File: src/rtl/noc_flit_pkg.sv
// Flit type encoding shared by the NoC router, pool drivers and flee-side merge logic.
// The type field always occupies the two most significant bits of a flit.
package noc_flit_pkg;

    typedef enum logic [1:0] {
        FLIT_BODY   = 2'b00,
        FLIT_HEAD   = 2'b01,
        FLIT_TAIL   = 2'b10,
        FLIT_SINGLE = 2'b11
    } flit_type_e;

    localparam int FLIT_TYPE_W = 2;
    localparam int FLIT_DW_MAX = 64;

    // Callers zero-extend their flit to FLIT_DW_MAX and pass the real width.
    function automatic flit_type_e flit_type(input logic [FLIT_DW_MAX-1:0] data, input int dw);
        logic [FLIT_DW_MAX-1:0] shifted;
        shifted = data >> (dw - FLIT_TYPE_W);
        return flit_type_e'(shifted[FLIT_TYPE_W-1:0]);
    endfunction

    function automatic logic is_head(input flit_type_e t);
        return (t == FLIT_HEAD) || (t == FLIT_SINGLE);
    endfunction

    function automatic logic is_last(input flit_type_e t);
        return (t == FLIT_TAIL) || (t == FLIT_SINGLE);
    endfunction

endpackage

File: src/rtl/rr_pick.sv
// Combinational round-robin picker: one-hot grant to the first requester
// strictly after ptr, wrapping modulo N.
module rr_pick #(
    parameter int N  = 2,
    parameter int PW = 1
) (
    input  logic [N-1:0]  req,
    input  logic [PW-1:0] ptr,
    output logic [N-1:0]  gnt
);

    always_comb begin
        logic          found;
        logic [PW-1:0] idx;
        gnt   = '0;
        found = 1'b0;
        idx   = '0;
        for (int k = 1; k <= N; k++) begin
            idx = PW'((int'(ptr) + k) % N);
            if (!found && req[idx]) begin
                gnt[idx] = 1'b1;
                found    = 1'b1;
            end
        end
    end

endmodule

File: src/rtl/flee_merge_arbiter.sv
// Merges NPORT flee-side flit streams into one registered egress stream with a
// wormhole lock: the winning port owns the egress from its head to its tail.
module flee_merge_arbiter
    import noc_flit_pkg::*;
#(
    parameter int DW    = 32,
    parameter int NPORT = 2
) (
    input  logic                clk,
    input  logic                rstn,
    input  logic [NPORT*DW-1:0] data_i,
    input  logic [NPORT-1:0]    valid_i,
    output logic [NPORT-1:0]    ready_o,
    output logic [DW-1:0]       data_o,
    output logic                valid_o,
    input  logic                ready_i,
    output logic [NPORT-1:0]    grant_o,
    output logic                proto_err_o
);

    localparam int PW = (NPORT > 1) ? $clog2(NPORT) : 1;

    localparam logic [0:0] ST_IDLE = 1'b0;
    localparam logic [0:0] ST_LOCK = 1'b1;

    logic [0:0]       state_q;
    logic [PW-1:0]    rr_ptr_q;
    logic             first_q;
    logic [PW-1:0]    owner_idx;
    logic [DW-1:0]    owner_data;
    flit_type_e       owner_type;
    flit_type_e       port_type [NPORT];
    logic [NPORT-1:0] cand;
    logic [NPORT-1:0] pick;
    logic             bad_idle;
    logic             out_free;
    logic             accept;

    // Only HEAD/SINGLE can win; a stray BODY/TAIL is flagged and simply never
    // becomes a candidate until that port presents a head type.
    always_comb begin
        cand     = '0;
        bad_idle = 1'b0;
        for (int i = 0; i < NPORT; i++) begin
            port_type[i] = flit_type(FLIT_DW_MAX'(data_i[i*DW +: DW]), DW);
            cand[i]      = valid_i[i] && is_head(port_type[i]);
            if (valid_i[i] && !is_head(port_type[i])) begin
                bad_idle = 1'b1;
            end
        end
    end

    rr_pick #(
        .N  (NPORT),
        .PW (PW)
    ) u_pick (
        .req (cand),
        .ptr (rr_ptr_q),
        .gnt (pick)
    );

    always_comb begin
        owner_data = '0;
        owner_idx  = '0;
        for (int i = 0; i < NPORT; i++) begin
            if (grant_o[i]) begin
                owner_data = owner_data | data_i[i*DW +: DW];
                owner_idx  = PW'(i);
            end
        end
    end

    assign owner_type = flit_type(FLIT_DW_MAX'(owner_data), DW);

    // ready_o depends only on registered owner/valid_o and ready_i.
    assign out_free = ~valid_o | ready_i;
    assign ready_o  = (state_q == ST_LOCK) ? (grant_o & {NPORT{out_free}}) : '0;
    assign accept   = |(valid_i & ready_o);

    always_ff @(posedge clk or negedge rstn) begin
        if (!rstn) begin
            state_q     <= ST_IDLE;
            rr_ptr_q    <= PW'(NPORT - 1);
            first_q     <= 1'b0;
            grant_o     <= '0;
            data_o      <= '0;
            valid_o     <= 1'b0;
            proto_err_o <= 1'b0;
        end else begin
            if (valid_o && ready_i) begin
                valid_o <= 1'b0;
            end
            if (state_q == ST_IDLE && bad_idle) begin
                proto_err_o <= 1'b1;
            end
            case (state_q)
                ST_IDLE: begin
                    if (|pick) begin
                        grant_o <= pick;
                        first_q <= 1'b1;
                        state_q <= ST_LOCK;
                    end
                end
                ST_LOCK: begin
                    if (accept) begin
                        data_o  <= owner_data;
                        valid_o <= 1'b1;
                        first_q <= 1'b0;
                        // A second head inside a packet is forwarded but flagged.
                        if (owner_type == FLIT_HEAD && !first_q) begin
                            proto_err_o <= 1'b1;
                        end
                        if (is_last(owner_type)) begin
                            rr_ptr_q <= owner_idx;
                            grant_o  <= '0;
                            state_q  <= ST_IDLE;
                        end
                    end
                end
                default: state_q <= ST_IDLE;
            endcase
        end
    end

endmodule
File: config.mk
export PLATFORM = sky130hd
export DESIGN_NAME = flee_merge_arbiter
export DESIGN_NICKNAME = d
export VERILOG_FILES = /design/src/rtl/noc_flit_pkg.sv /design/src/rtl/rr_pick.sv /design/src/rtl/flee_merge_arbiter.sv
export SDC_FILE = /design/constraint.sdc
export NUM_CORES = 1
export LEC_CHECK = 0
export CORE_MARGIN = 4
export CORE_UTILIZATION = 36
export CTS_BUF_LIST = sky130_fd_sc_hd__clkbuf_8
export CTS_CLUSTER_SIZE = 20
export DETAILED_ROUTE_END_ITERATION = 12
export PLACE_DENSITY = 0.79
export SYNTH_ARGS = -nofsm -noshare
export SYNTH_HDL_FRONTEND = slang
export SYNTH_SLANG_ARGS = --single-unit
File: constraint.sdc
create_clock -name clk -period 1.6 [get_ports clk]
set_input_delay 0.32 -clock clk [delete_from_list [all_inputs] [get_ports clk]]
set_output_delay 0.32 -clock clk [all_outputs]
set_load 0.01 [all_outputs]
# Yosys cells after proc, flatten, opt, wreduce, memory -nomap -nowiden
# Cells that the tools add are included.
# word_totals
register_bits	39
latch_bits	0
ramBits	0
romBits	0
inputBits	69
output_inout_bits	38
wordCells	88
n_memories	0
# classes
addsub	2
multipliers	0
div	0
magnitude_cmp	4
n_eq_ne	10
shifts	0
muxes	35
bitwise	7
n_reduce_logical	23
# ops
cell	n
32-bit 2-to-1 mux	2
32-bit OR	1
1-bit 2-to-1 mux	22
2-bit 2-to-1 mux	6
1-bit logical AND	10
2-bit == test, second input constant	4
2-bit by 1-bit == test with 1-bit output, second input constant	3
2-bit by 1-bit inequality test with 1-bit output, second input constant	3
3-bit AND reduction	2
2-bit AND	2
1-bit logical NOT	4
1-bit by 2-bit < comparator with 1-bit output, second input constant	2
1-bit one-hot mux with 2 select lines	2
2-bit one-hot mux with 2 select lines	1
2-bit AND reduction	2
2-bit OR reduction	2
1-bit logical OR	3
1-bit adder, second input constant	2
1-bit demux with 1-bit select	2
1-bit greater-or-equal comparator, second input constant	2
1-bit inverter	2
2-bit OR	1
1-bit OR	1

# Logic depth before layout (Yosys ltp)
# depth
word_depth	12
depth_mapped	7
ltp_nobuf	3

# Cells and area by module
# Synthesis repeated with hierarchy kept, for this count alone.
# unflattened
cells_unflattened	146
hier_area_um2	2008.2
# by_module_without_submodules
module	n_inst	cells_per_inst	area_each_um2	seq_area_each_um2
flee_merge_arbiter	1	143	1989.4	977.2
rr_pick	1	3	18.8	0.0

# Worst setup path before layout
# Ideal clock, no wire load.
# synth_path
kind	flip-flop to flip-flop
from	register grant_o[0]
to	register proto_err_o
setup_time_ns	0.126
arrival_ns	1.474
required_ns	1.474
setup_slack_ns	-0.001
stages_incl_launch_ff	7
n_path_buf	3
synth_period_minus_slack_ns	1.601
cell_sequence	dfrtp_1 -> buf_2 -> a22o_1 -> buf_6 -> and3_1 -> buf_6 -> a311o_1
# synth_via
elab_chain_cells	8
word_cells_on_any_way	12
cone_classes	1 x eq/ne; 6 x mux; 3 x bitwise; 2 x reduce/logical
# synth_lines
element	line	source
start: declaration	flee_merge_arbiter.sv:17	output logic [NPORT-1:0] grant_o,
start signal: assignment	flee_merge_arbiter.sv:99	grant_o <= pick;
32-bit 2-to-1 mux	flee_merge_arbiter.sv:66	if (grant_o[i]) begin
32-bit OR	flee_merge_arbiter.sv:67	owner_data = owner_data | data_i[i*DW +: DW];
32-bit 2-to-1 mux	flee_merge_arbiter.sv:66	
2-bit by 1-bit == test with 1-bit output	flee_merge_arbiter.sv:110	if (owner_type == FLIT_HEAD && !first_q) begin
1-bit logical AND	flee_merge_arbiter.sv:110	
1-bit 2-to-1 mux	flee_merge_arbiter.sv:110	
1-bit 2-to-1 mux (*)	flee_merge_arbiter.sv:105	if (accept) begin
1-bit 2-to-1 mux (*)	flee_merge_arbiter.sv:96	case (state_q)
end signal: assignment	flee_merge_arbiter.sv:88	proto_err_o <= 1'b0;
end signal: assignment	flee_merge_arbiter.sv:94	proto_err_o <= 1'b1;
end signal: assignment	flee_merge_arbiter.sv:111	proto_err_o <= 1'b1;
end: declaration	flee_merge_arbiter.sv:18	output logic proto_err_o
# Mark *: on every way between the ends. The rest lies on a longest branch, timed or not.
# A chain may end at the register's enable or synchronous reset.

# Worst setup path after layout
# Ends and elaborated chain as after synthesis.

==> results_dict.tcl <==
set metrics [dict create \
    outcome "finished clean" \
    rsz0062_at_grt "false" \
    grt_overflow 0 \
    drive_gt1_share_pct 14.9 \
    p_total_mw 5.81 \
    clock_sinks 39 \
    dp_hpwl_mm 4.49 \
    synth-adder-area-share_pct 0 \
    critPathMaxFanout 5 \
    arrival_ps 1680 \
    die_w_um 80.4 \
    start_kind "flop" \
    hold_class "primary input to async pin" \
    seqCellArea_um2 980 \
    die_area_um2 6460 \
    synth_xor_area_share_pct 0 \
    post-place-ws_ps -356 \
    post_drt_wl_per_cell_um 15.9 \
    synth_fp_nets 256 \
    fmax_ghz 0.658 \
    initial_core_util_pct 36.9 \
    final_nets 371 \
    drc 0 \
    port_buffers 106 \
    muxShareOfSynthArea_pct 0.597 \
    setup_viol 0 \
    postCtsHoldBufs 0 \
    synth_seq_area_share_pct 51.8 \
    fin_area_um2 3200 \
    max_slew_margin_pct 65.2 \
    cts_max_path_buffers 2 \
    grt_usage_pct 17.9 \
    dp_cells 361 \
    cts_tree "done" \
    die_h_um 80.4 \
    ctsRootBufferMaster "clkbuf_8" \
    wirelength_mm 5.94 \
    clkLatencyLatePin_ps 280 \
    antenna_found_initial 0 \
    switchingPower_mw 2.21 \
    ys_ff_latch 39 \
    ir_worst_vdd_uv 843 \
    coreArea_um2 5110 \
    routed-via-count 1985 \
    grt_pass1_vias 1892 \
    synthCells 187 \
    h-tree-depth 2 \
    placed_area_um2 3080 \
    dr.pass1.iters 4 \
    yosysWarningCount 0 \
    sw_frac_of_total_pct 38.1 \
    power_density_nw_per_um2 1820 \
    power.share.combinational_pct 58.6 \
    postRouteAntennaNets 0 \
    tightest_slew_ps 522 \
    final_cell_mix "clkdlybuf4s50_1 (101), dfrtp_1 (36), a21oi_1 (33)" \
    boundaryPins 107 \
    grt_pass1_wl_mm 9.14 \
    antennaDiodeCount 0 \
    synth_compound_area_share_pct 35.2 \
    final.min_clock_period_ps 1520 \
    power_frac_seq_pct 30.8 \
    crit_required_ps 1760 \
    synth_simple_gate_area_share_pct 4.91 \
    fp-row-count 26 \
    netlist_area_um2 1890 \
    final_cells 373 \
    vias_per_cell 5.32 \
    layout_setup_ws_ps 79.4 \
    multi_input_area_um2 778 \
    p_leak_nw 1.32 \
    drt-initial-drc-count 148 \
    finalCritPeriodShare_pct 95.0 \
    cts_buffers 5 \
    drv_slew 0 \
    hold_viol_final 0 \
    path_class "flop to flop" \
    drv_cap 0 \
    synth_cell_types 25 \
    gp_congestion 0.761 \
    grt_max_degree 29 \
    end_kind "flop" \
    fin_worst_skew_ps 2.63 \
    clk_pin_slew_ps 70 \
    r2r_slack_ps 80 \
    syn_to_final_growth_pct 69.4 \
    synth_top_family_by_area "compound AO/OA/AOI/OAI gates" \
    layout_commonest_cell "clkdlybuf4s50_1" \
    syn_avg_cell_area_um2 10.1 \
    fillers 454 \
    p_int_mw 3.60 \
    power_frac_clock_pct 10.6 \
]
## state kept, by name, summed over array words and instances, names as in the netlist
name	cells
data_o	32
first_q	1
grant_o	2
proto_err_o	1
rr_ptr_q	1
state_q	1
valid_o	1
## Yosys cell counts (all sizes together)
cell type,count,area (um^2)
a31oi,31,194
a311o,1,10.0
nand3,1,5.00
o21a,2,15.0
or2,2,12.5
buf,8,73.8
mux2,1,11.3
a22o,1,8.76
nand2,4,15.0
a21o,1,7.51
dfstp,1,26.3
o2bb2ai,1,8.76
and3,4,25.0
inv,1,3.75
clkbuf,17,63.8
o21ai,1,5.00
nand2b,3,18.8
a22oi,32,240
nor2,2,7.51
dfrtp,38,951
nand4b,1,8.76
a21oi,33,165
a32o,1,10.0
## power by group through the flow
stage	combinational (mW)	sequential (mW)	clock, mW
CTS	3.44	1.79	0.625
floorplan	1.55	1.98	0
finish	3.41	1.79	0.615
global route	3.72	1.84	0.667
global placement	3.29	1.80	0
detailed placement	3.35	1.82	0
## critical path, stage by stage, from the launching register on
cell	delay, ps
dfrtp_2	410
buf_4	150
a22o_2	280
and3_2	250
a311o_1	310
## logic make-up (layout without fill, tap and decap cells)
group | Yosys count | after routing
buffers and inverters | 26 | 142
flip-flops | 39 | 39
multiplexers | 1 | 1
AND/OR/NAND/NOR | 17 | 17
AO/OA/AOI/OAI | 104 | 104
## per-layer routing
metal | up-vias | part of all wire [%] | track usage [%]
met5 | - | 0 | 0
met4 | 0 | 0.56 | 3.38
met3 | 4 | 9.9 | 6.61
met2 | 84 | 48 | 29.3
met1 | 941 | 41 | 22.9
li1 | 956 | - | -
## metrics by stage
stage | hold WS (ps) | setup TNS, ps | util, %
after floorplan | 24.4 | 0 | -
final | 6.15 | 0 | 62.6
after CTS | 17.5 | 0 | 62.4
after global routing | 45.8 | 0 | 62.6
after global placement | 325 | -9010 | 60.3
after detailed placement | 321 | -8620 | 60.3
## final cells by class
type,instances,area share (%)
clock buffers,5,2.15
clock inverters,3,0.391
well taps,70,2.74
flip-flops and latches,39,30.6
multi-input cells,122,24.3
inverters,1,0.117
repair buffers,133,39.6
## repair_timing
action	CTS	global route
gates cloned	0	0
resized for setup	11	4
endpoints found under the hold margin	0	0
pin swaps	0	0
setup endpoints to repair	4	5
buffers inserted	4	0
## path summary, 6_finish.rpt
check,start,end,depth (start not counted)
max in group asynchronous,rstn,data_o[30],2
min,rstn,grant_o[1],1
min in group clk,proto_err_o,proto_err_o,1
max,grant_o[0],proto_err_o,4
max reg2reg,grant_o[0],proto_err_o,4
min reg2reg,proto_err_o,proto_err_o,1
Note: power is estimated with default switching activity, not from simulation.
